==> src/rtl/cache_arb_pkg.sv <==
// Shared definitions for the cache port arbiter.
//   - arb_state_t : arbiter FSM state encoding
//   - DEF_*       : default parameter values
//   - GID_W       : grant index width for the default requester count
//   - gid_width() : grant index width for any requester count (min 1 bit)
package cache_arb_pkg;

    typedef enum logic [1:0] {
        IDLE  = 2'd0,
        ISSUE = 2'd1,
        WAIT  = 2'd2
    } arb_state_t;

    localparam int DEF_NUM_REQ = 2;
    localparam int DEF_ADDR_W  = 4;
    localparam int DEF_DATA_W  = 8;
    localparam int DEF_TIMEOUT = 15;

    // The watchdog must reach TIMEOUT-1 for TIMEOUT up to 255.
    localparam int WDOG_W = 8;

    // A single requester still needs a 1-bit index.
    function automatic int gid_width(input int n);
        return (n > 1) ? $clog2(n) : 1;
    endfunction

    localparam int GID_W = gid_width(DEF_NUM_REQ);

endpackage

==> src/rtl/cache_port_arbiter_rr_pick.sv <==
// rr_pick: combinational rotating-priority encoder.
// The search starts at i_ptr and wraps modulo N. The first set bit found wins.
//   i_valid  [N]  request vector
//   i_ptr    [W]  index with the highest priority this cycle (must be < N)
//   o_winner [W]  index of the winning request (0 when none)
//   o_any    [1]  at least one request is valid
module rr_pick #(
    parameter int N = 2,
    parameter int W = 1
) (
    input  logic [N-1:0] i_valid,
    input  logic [W-1:0] i_ptr,
    output logic [W-1:0] o_winner,
    output logic         o_any
);

    // Scan from the farthest candidate back to i_ptr.
    // The last hit is therefore the nearest one in rotation order.
    always_comb begin : pick
        logic [W:0]   w_sum;
        logic [W-1:0] w_idx;
        o_winner = '0;
        o_any    = 1'b0;
        w_sum    = '0;
        w_idx    = '0;
        for (int k = N - 1; k >= 0; k--) begin
            w_sum = {1'b0, i_ptr} + (W+1)'(k);
            w_idx = (w_sum >= (W+1)'(N)) ? W'(w_sum - (W+1)'(N)) : W'(w_sum);
            if (i_valid[w_idx]) begin
                o_winner = w_idx;
                o_any    = 1'b1;
            end
        end
    end

endmodule

==> src/rtl/cache_port_arbiter.sv <==
// cache_port_arbiter: round-robin sharing of one cache access port between
// NUM_REQ requesters. One transaction is in flight at a time. A watchdog
// aborts a transaction that the cache never completes.
//
// State | meaning
// IDLE  | offer req_ready to the round-robin winner and latch its request
// ISSUE | present the latched request on c_* until c_ready
// WAIT  | request accepted, wait for c_done or watchdog expiry
//
// Ports:
//   i_clk, i_rst                        clock, async active-high reset
//   i_req_valid/we/addr/wdata, o_req_ready   requester side (packed per index)
//   o_rsp_valid/rdata/hit/err           response, routed to the granted requester
//   o_c_valid/we/addr/wdata, i_c_ready  request to the cache controller
//   i_c_done/rdata/hit                  completion from the cache controller
//   o_busy, o_grant_id                  status
module cache_port_arbiter
    import cache_arb_pkg::*;
#(
    parameter  int NUM_REQ = DEF_NUM_REQ,
    parameter  int ADDR_W  = DEF_ADDR_W,
    parameter  int DATA_W  = DEF_DATA_W,
    parameter  int TIMEOUT = DEF_TIMEOUT,
    localparam int GW      = gid_width(NUM_REQ)
) (
    input  logic                      i_clk,
    input  logic                      i_rst,
    input  logic [NUM_REQ-1:0]        i_req_valid,
    output logic [NUM_REQ-1:0]        o_req_ready,
    input  logic [NUM_REQ-1:0]        i_req_we,
    input  logic [NUM_REQ*ADDR_W-1:0] i_req_addr,
    input  logic [NUM_REQ*DATA_W-1:0] i_req_wdata,
    output logic [NUM_REQ-1:0]        o_rsp_valid,
    output logic [DATA_W-1:0]         o_rsp_rdata,
    output logic                      o_rsp_hit,
    output logic                      o_rsp_err,
    output logic                      o_c_valid,
    input  logic                      i_c_ready,
    output logic                      o_c_we,
    output logic [ADDR_W-1:0]         o_c_addr,
    output logic [DATA_W-1:0]         o_c_wdata,
    input  logic                      i_c_done,
    input  logic [DATA_W-1:0]         i_c_rdata,
    input  logic                      i_c_hit,
    output logic                      o_busy,
    output logic [GW-1:0]             o_grant_id
);

    localparam logic [WDOG_W-1:0] WDOG_LAST = WDOG_W'(TIMEOUT - 1);

    arb_state_t          r_state;
    arb_state_t          w_state_nxt;
    logic [GW-1:0]       r_rr_ptr;
    logic [GW-1:0]       r_grant_id;
    logic                r_we;
    logic [ADDR_W-1:0]   r_addr;
    logic [DATA_W-1:0]   r_wdata;
    logic [WDOG_W-1:0]   r_wdog;
    logic [NUM_REQ-1:0]  r_rsp_valid;
    logic [DATA_W-1:0]   r_rsp_rdata;
    logic                r_rsp_hit;
    logic                r_rsp_err;

    logic [GW-1:0]       w_winner;
    logic                w_any;
    logic                w_offer;
    logic                w_accept;
    logic                w_enter_wait;
    logic                w_complete;
    logic                w_abort;
    logic [GW-1:0]       w_ptr_nxt;

    rr_pick #(
        .N (NUM_REQ),
        .W (GW)
    ) u_rr_pick (
        .i_valid  (i_req_valid),
        .i_ptr    (r_rr_ptr),
        .o_winner (w_winner),
        .o_any    (w_any)
    );

    // Requests are not considered while reset is asserted.
    // This keeps req_ready low during reset.
    assign w_offer = (r_state == IDLE) && w_any && !i_rst;

    always_comb begin
        o_req_ready = '0;
        if (w_offer) begin
            o_req_ready = NUM_REQ'(1) << w_winner;
        end
    end

    always_ff @(posedge i_clk or posedge i_rst) begin
        if (i_rst) begin
            r_state <= IDLE;
        end else begin
            r_state <= w_state_nxt;
        end
    end

    // When c_done coincides with the last watchdog cycle, completion wins.
    always_comb begin
        w_state_nxt  = r_state;
        w_accept     = 1'b0;
        w_enter_wait = 1'b0;
        w_complete   = 1'b0;
        w_abort      = 1'b0;
        case (r_state)
            IDLE: begin
                if (w_offer) begin
                    w_accept    = 1'b1;
                    w_state_nxt = ISSUE;
                end
            end
            ISSUE: begin
                if (i_c_ready) begin
                    if (i_c_done) begin
                        w_complete  = 1'b1;
                        w_state_nxt = IDLE;
                    end else begin
                        w_enter_wait = 1'b1;
                        w_state_nxt  = WAIT;
                    end
                end
            end
            WAIT: begin
                if (i_c_done) begin
                    w_complete  = 1'b1;
                    w_state_nxt = IDLE;
                end else if (r_wdog == WDOG_LAST) begin
                    w_abort     = 1'b1;
                    w_state_nxt = IDLE;
                end
            end
            default: begin
                w_state_nxt = IDLE;
            end
        endcase
    end

    // Priority moves to the requester just after the one served last.
    assign w_ptr_nxt = (r_grant_id == GW'(NUM_REQ - 1)) ? '0 : r_grant_id + 1'b1;

    always_ff @(posedge i_clk or posedge i_rst) begin
        if (i_rst) begin
            r_rr_ptr    <= '0;
            r_grant_id  <= '0;
            r_we        <= 1'b0;
            r_addr      <= '0;
            r_wdata     <= '0;
            r_wdog      <= '0;
            r_rsp_valid <= '0;
            r_rsp_rdata <= '0;
            r_rsp_hit   <= 1'b0;
            r_rsp_err   <= 1'b0;
        end else begin
            r_rsp_valid <= '0;

            if (w_accept) begin
                r_grant_id <= w_winner;
                r_we       <= i_req_we[w_winner];
                r_addr     <= i_req_addr[int'(w_winner) * ADDR_W +: ADDR_W];
                r_wdata    <= i_req_wdata[int'(w_winner) * DATA_W +: DATA_W];
            end

            if (w_enter_wait) begin
                r_wdog <= '0;
            end else if (r_state == WAIT) begin
                r_wdog <= r_wdog + 1'b1;
            end

            if (w_complete) begin
                r_rsp_valid <= NUM_REQ'(1) << r_grant_id;
                r_rsp_rdata <= i_c_rdata;
                r_rsp_hit   <= i_c_hit;
                r_rsp_err   <= 1'b0;
                r_rr_ptr    <= w_ptr_nxt;
            end else if (w_abort) begin
                r_rsp_valid <= NUM_REQ'(1) << r_grant_id;
                r_rsp_rdata <= '0;
                r_rsp_hit   <= 1'b0;
                r_rsp_err   <= 1'b1;
                r_rr_ptr    <= w_ptr_nxt;
            end
        end
    end

    assign o_c_valid   = (r_state == ISSUE);
    assign o_c_we      = r_we;
    assign o_c_addr    = r_addr;
    assign o_c_wdata   = r_wdata;
    assign o_busy      = (r_state != IDLE);
    assign o_grant_id  = r_grant_id;
    assign o_rsp_valid = r_rsp_valid;
    assign o_rsp_rdata = r_rsp_rdata;
    assign o_rsp_hit   = r_rsp_hit;
    assign o_rsp_err   = r_rsp_err;

endmodule

==> config.mk <==
export PLATFORM = sky130hd
export DESIGN_NAME = cache_port_arbiter
export DESIGN_NICKNAME = d
export VERILOG_FILES = /design/src/rtl/cache_arb_pkg.sv /design/src/rtl/cache_port_arbiter_rr_pick.sv /design/src/rtl/cache_port_arbiter.sv
export SDC_FILE = /design/constraint.sdc
export NUM_CORES = 1
export LEC_CHECK = 0
export ABC_AREA = 1
export BUFFER_PORTS_ARGS = -buffer_cell sky130_fd_sc_hd__buf_2
export CELL_PAD_IN_SITES_DETAIL_PLACEMENT = 1
export CELL_PAD_IN_SITES_GLOBAL_PLACEMENT = 2
export CORE_MARGIN = 5
export CORE_UTILIZATION = 26
export DETAILED_ROUTE_END_ITERATION = 8
export GPL_ROUTABILITY_DRIVEN = 1
export GPL_TIMING_DRIVEN = 0
export PLACE_DENSITY = 0.74
export SYNTH_ARGS = -nofsm -noshare
export SYNTH_HDL_FRONTEND = slang
export SYNTH_SLANG_ARGS = --single-unit
==> constraint.sdc <==
create_clock -name i_clk -period 2 [get_ports i_clk]
set_clock_uncertainty 0.2 [all_clocks]
set_input_delay 0.2 -clock i_clk [delete_from_list [all_inputs] [get_ports i_clk]]
set_output_delay 0.2 -clock i_clk [all_outputs]
set_load 0.02 [all_outputs]
======== Yosys cells after proc, flatten, opt, wreduce, memory -nomap -nowiden ========
Index checks and enable logic that the tools add are counted.
word-level totals
  register bits after elaboration ......... 37
  output and inout bits ................... 30
cells by class
  add/subtract/negate cells ............... 5
  $lt $le $gt $ge ......................... 5
  equality and inequality tests ........... 6
  shift operators ......................... 4
  muxes and demuxes ....................... 43
  reductions and logical operators ........ 8
operators with widths
  operator               count
  $mux W8                4
  $mux W1                29
  $mux W2                8
  $shiftx A16 B5 Y8      1
  $add A8 B1 Y8 const B  1
  $eq A8 B4 Y1 const B   1
  $shiftx A8 B4 Y4       1
  $lt A1 B2 Y1 const B   3
  $pmux W2 S3            1
  $reduce_bool A2 Y1     3
  $shl A1 B1 Y2 const A  2
  $ne A3 B3 Y1 const B   1
  $reduce_and A3 Y1      1
  $add A1 B1 Y2 const B  1
  $eq A2 B1 Y1 const B   1
  $eq A2 B2 Y1 const B   1
  $ge A1 B2 Y1 const B   1
  $ge A2 B2 Y1 const B   1
  $logic_and A1 B1 Y1    2
  $logic_not A2 Y1       1
  $ne A2 B1 Y1 const B   1
  $ne A2 B2 Y1 const B   1
  $pmux W1 S2            1
  $sub A1 B1 Y1 const B  2
  other kinds (2)        2

======== Longest topological paths before layout ========
  word-level depth ........................ 11
  gate-level depth with buffers ........... 9

======== By module ========
A second synthesis with hierarchy kept.
unflattened totals
  cell total of the unflattened synthesis .. 215
  area, all modules ....................... 1,786.7 um^2
modules (own cells, without submodules)
  module              times used  cells an instance  area each (um^2)  sequential area each (um^2)
  cache_port_arbiter  1           211                1,767.9           925.9
  rr_pick             1           4                  18.8              0.0

======== Least setup slack after synthesis ========
Ideal clock, no wire load.
  path kind ............................... flip-flop to output port
  from .................................... reg r_state[0]
  to ...................................... out o_req_ready[1]
  arrival time ............................ 1,322 ps
  data required time ...................... 1,600 ps
  slack ................................... 278 ps
  stages on the path, launching flop included .. 8
  buffers on the path ..................... 1
  cell sequence ........................... dfrtp_1 inv_1 ha_1 inv_2 nor2_4 nand2_4 nor3_4 buf_6
between the ends
  longest elaborated chain between the ends .. 4
RTL lines
  what                               RTL line                  text
  start: declaration                 cache_port_arbiter.sv:51  arb_state_t r_state;
  start signal: assignment           cache_port_arbiter.sv:98  r_state <= w_state_nxt;
  $logic_not A2 Y1                   cache_port_arbiter.sv:85  assign w_offer = (r_state == IDLE) && w_any && !i_rst;
  $logic_and A1 B1 Y1 (2 in series)  cache_port_arbiter.sv:85
  $mux W2                            cache_port_arbiter.sv:89  if (w_offer) begin
  end: declaration                   cache_port_arbiter.sv:29  output logic [NUM_REQ-1:0] o_req_ready,
Every way passes these cells.

======== Final worst setup path ========
Same ends and word-level chain as after synthesis.

==> metrics.md <==
| Metric | Value |
|---|---|
| DR DRC count | `0` |
| Flop2flop setup slack | `140 ps` |
| Final Hold Vio Count | `0` |
| Rel. slew slack | `0.478` |
| Io pins | `71` |
| Via Count | `1865` |
| Post-synth net total | `264` |
| Starting Density | `0.263` |
| 1st-pass router iterations | `4` |
| Register-to-Register Path Depth | `11` |
| Filler cell count | `846` |
| RR Startpoint | `r_state[0]` |
| Worst EP arrival | `about 1600 ps` |
| Detailed Route WL | `5.72 mm` |
| Core area | `6720 µm²` |
| First-pass GRT wire length | `9.80 mm` |
| Crit path max fanout | `4` |
| Finished Cell Area | `2830 µm²` |
| H-tree levels | `2` |
| CTS max path bufs | `2` |
| Worst hold start | `i_c_ready` |
| # setup viols final | `0` |
| Largest net degree at the start of global routing | `38` |
| Pins Over Slew Limit | `0` |
| Inst Count DP | `367` |
| Status | `completed` |
| GR Util All Layers | `0.142` |
| Syn Inst Count | `217` |
| Final nets | `391` |
| Vias in the first global route | `2049` |
| Final HPWL DP | `between 3 and 4 mm` |
| Drt first-iter violations | `56` |
| Critical path class | `flip-flop to output pin` |
| Register area share after synthesis | `0.524` |
| Die footprint | `approximately 8500 µm²` |
| Hold path depth | `5` |
| CTS tree | `done` |
| Flop and latch count out of synthesis | `37` |
| Die height | `~92 µm` |
| Synth warn | `0` |
| Max Clock Freq | `0.513 GHz` |
| Period utilization | `0.975` |
| Sinks on Clock Net | `37` |
| Clock Latency Late Sink | `290 ps` |
| Gpl congestion | `0.710` |
| Row count | `30` |
| DP Worst Slack | `-92.0 ps` |
| LEAKAGE | `1.55 nW` |
| Worst-margin pin slew | `around 800 ps` |
| Worst path required time | `~1600 ps` |
| Number of diodes | `0` |
| Root Buffer | `clkbuf_8` |
| Final setup margin | `51.0 ps` |
| Finished Layout Cells | `425` |
| Critical path startpoint category | `flip-flop` |
| Reg2Reg Capture Point | `r_state[0]` |
| Most used routing layer | `met2` |
| Distinct cell type count after synthesis | `20` |
| Avg Inst Size Synth | `8.14 µm²` |
| Port buffer count | `70` |
| Max Cap Viol | `0` |
| Die Wd | `92.4 µm` |
| Final Power | `0.00349 W` |
| PD cells | `1240 nW/µm²` |
| WHS Endpoint | `r_state[0]` |
| Antenna-violating nets left | `0` |
| M3 GR Usage | `0.0431` |
| Area of placed instances | `2220 µm²` |
| Initial antenna violation count | `0` |
| GRT Residual Overflow | `0` |
| Routed wire per std cell | `13.5 µm` |
| Synthesis-to-layout area growth | `60.1%` |
| Setup TNS Final | `0 ps` |
| CTS Buf Count | `5` |
| Synthesized cell area | `1770 µm²` |
| Met1 GRT Util | `0.171` |
| Worst Setup End Kind | `output pin` |
| Hold crit path type | `primary input to flip-flop` |
| Final Critical Period | `1950 ps` |
| Via density per instance | `4.39` |
| Layout cell share with drive strength beyond 1 | `0.310` |
| Worst VDD drop | `445 µV` |
| GRT met2 Usage | `0.250` |
| RSZ-0062 raised after global routing | `true` |
| CTS clk-pin slew, worst paths | `70 ps` |
-- layer usage --
metal	wire length (µm)	share of wire
met5	0	0
met4	61	0.011
met3	295	0.052
met2	2900	0.51
met1	2460	0.43
-- report_power, final --
part	switching, W	internal (W)
Sequential	0.000170	0.00103
Combinational	0.000977	0.000663
Clock	0.000278	0.000374
Total	0.00142	0.00207
-- synth_stat cells --
| library cell | count | share of area |
|---|---|---|
| nor3_4 | 1 | 0.0092 |
| a21oi_1 | 7 | 0.020 |
| nand2_1 | 84 | 0.18 |
| inv_2 | 1 | 0.0021 |
| nand2_4 | 1 | 0.0064 |
| nor2_4 | 2 | 0.013 |
| nand3_1 | 30 | 0.085 |
| nor2_1 | 15 | 0.032 |
| inv_1 | 19 | 0.040 |
| nor3_1 | 1 | 0.0028 |
| buf_2 | 3 | 0.0085 |
| nand4_1 | 1 | 0.0035 |
| dfrtp_1 | 37 | 0.52 |
| o21ai_0 | 4 | 0.011 |
| buf_6 | 1 | 0.0064 |
| a21o_1 | 1 | 0.0043 |
| ha_1 | 6 | 0.042 |
| buf_4 | 1 | 0.0043 |
| nor3b_1 | 1 | 0.0043 |
| clkinv_1 | 1 | 0.0021 |
-- area by class of cell --
type	count	area, µm²	area share
sequential	37	926	0.327
timing repair inverter	1	5.00	0.00177
clock buffer	6	72.6	0.0257
timing repair buffer	119	817	0.289
inverter	21	85.1	0.0301
clock inverter	2	38.8	0.0137
multi-input combinational	154	746	0.264
tap	80	100	0.0354
buffer	5	37.5	0.0133
-- state kept, by name, indices dropped and copies added, names as in the netlist --
name	cells
o_rsp_rdata	8
o_rsp_err	1
o_grant_id	1
o_c_we	1
r_state	2
o_rsp_hit	1
o_c_addr	4
o_rsp_valid	2
r_wdog	8
o_c_wdata	8
r_rr_ptr	1
-- logic make-up (layout without fill, tap and decap cells) --
kind of cell,count (synthesis),after routing,synth area share
adder cells (fa/ha/maj),6,6,0.0425
buffers and inverters,26,154,0.0637
flip-flops,37,37,0.524
AND/OR/NAND/NOR,136,136,0.334
AO/OA/AOI/OAI,12,12,0.0354
-- cells in the final DEF, fill, tap and decap left out, types with 5 or more instances in the layout --
master	n
dlygate4sd3_1	36
nand3_1	29
inv_1	16
buf_2	71
buf_4	14
nand2_1	84
nor2_1	15
ha_1	5
dfrtp_1	37
a21oi_1	7
clkbuf_8	5
-- through the flow --
stage                      util  hold slack, ps
after global placement    0.330             203
after detailed placement  0.330             206
final                     0.421             157
after floorplan               -             117
after global routing      0.421             227
after CTS                 0.414             157
-- worst max-delay path by stage --
stage / to / slack (ps) / cells after the start / startpoint
floorplan: o_req_ready[1] / 280 / 7 / r_state[0]
global placement: o_req_ready[1] / -70 / 8 / r_state[0]
detailed placement: o_req_ready[1] / -90 / 8 / r_state[0]
CTS: o_req_ready[1] / -60 / 8 / r_state[1]
global route: o_req_ready[1] / -50 / 8 / r_state[0]
finish: o_req_ready[1] / 50 / 8 / r_state[0]
-- timing repair --
item | CTS | global route
cloned | 0 | 1
pin swaps | 5 | 4
buffers inserted | 9 | 4
endpoints found under the setup margin | 2 | 12
hold endpoints to repair | 59 | 0
resized for setup | 9 | 2
hold buffers | 36 | 0
-- worst max-delay path, cell delays in order (launching register included) --
cell,delay [ps]
dfrtp_1,400
inv_2,100
ha_4,160
inv_4,40
nor2_4,90
nand2_4,80
nor3_4,150
buf_6,130
buf_6,110
Power figures use the tool's default switching activity.
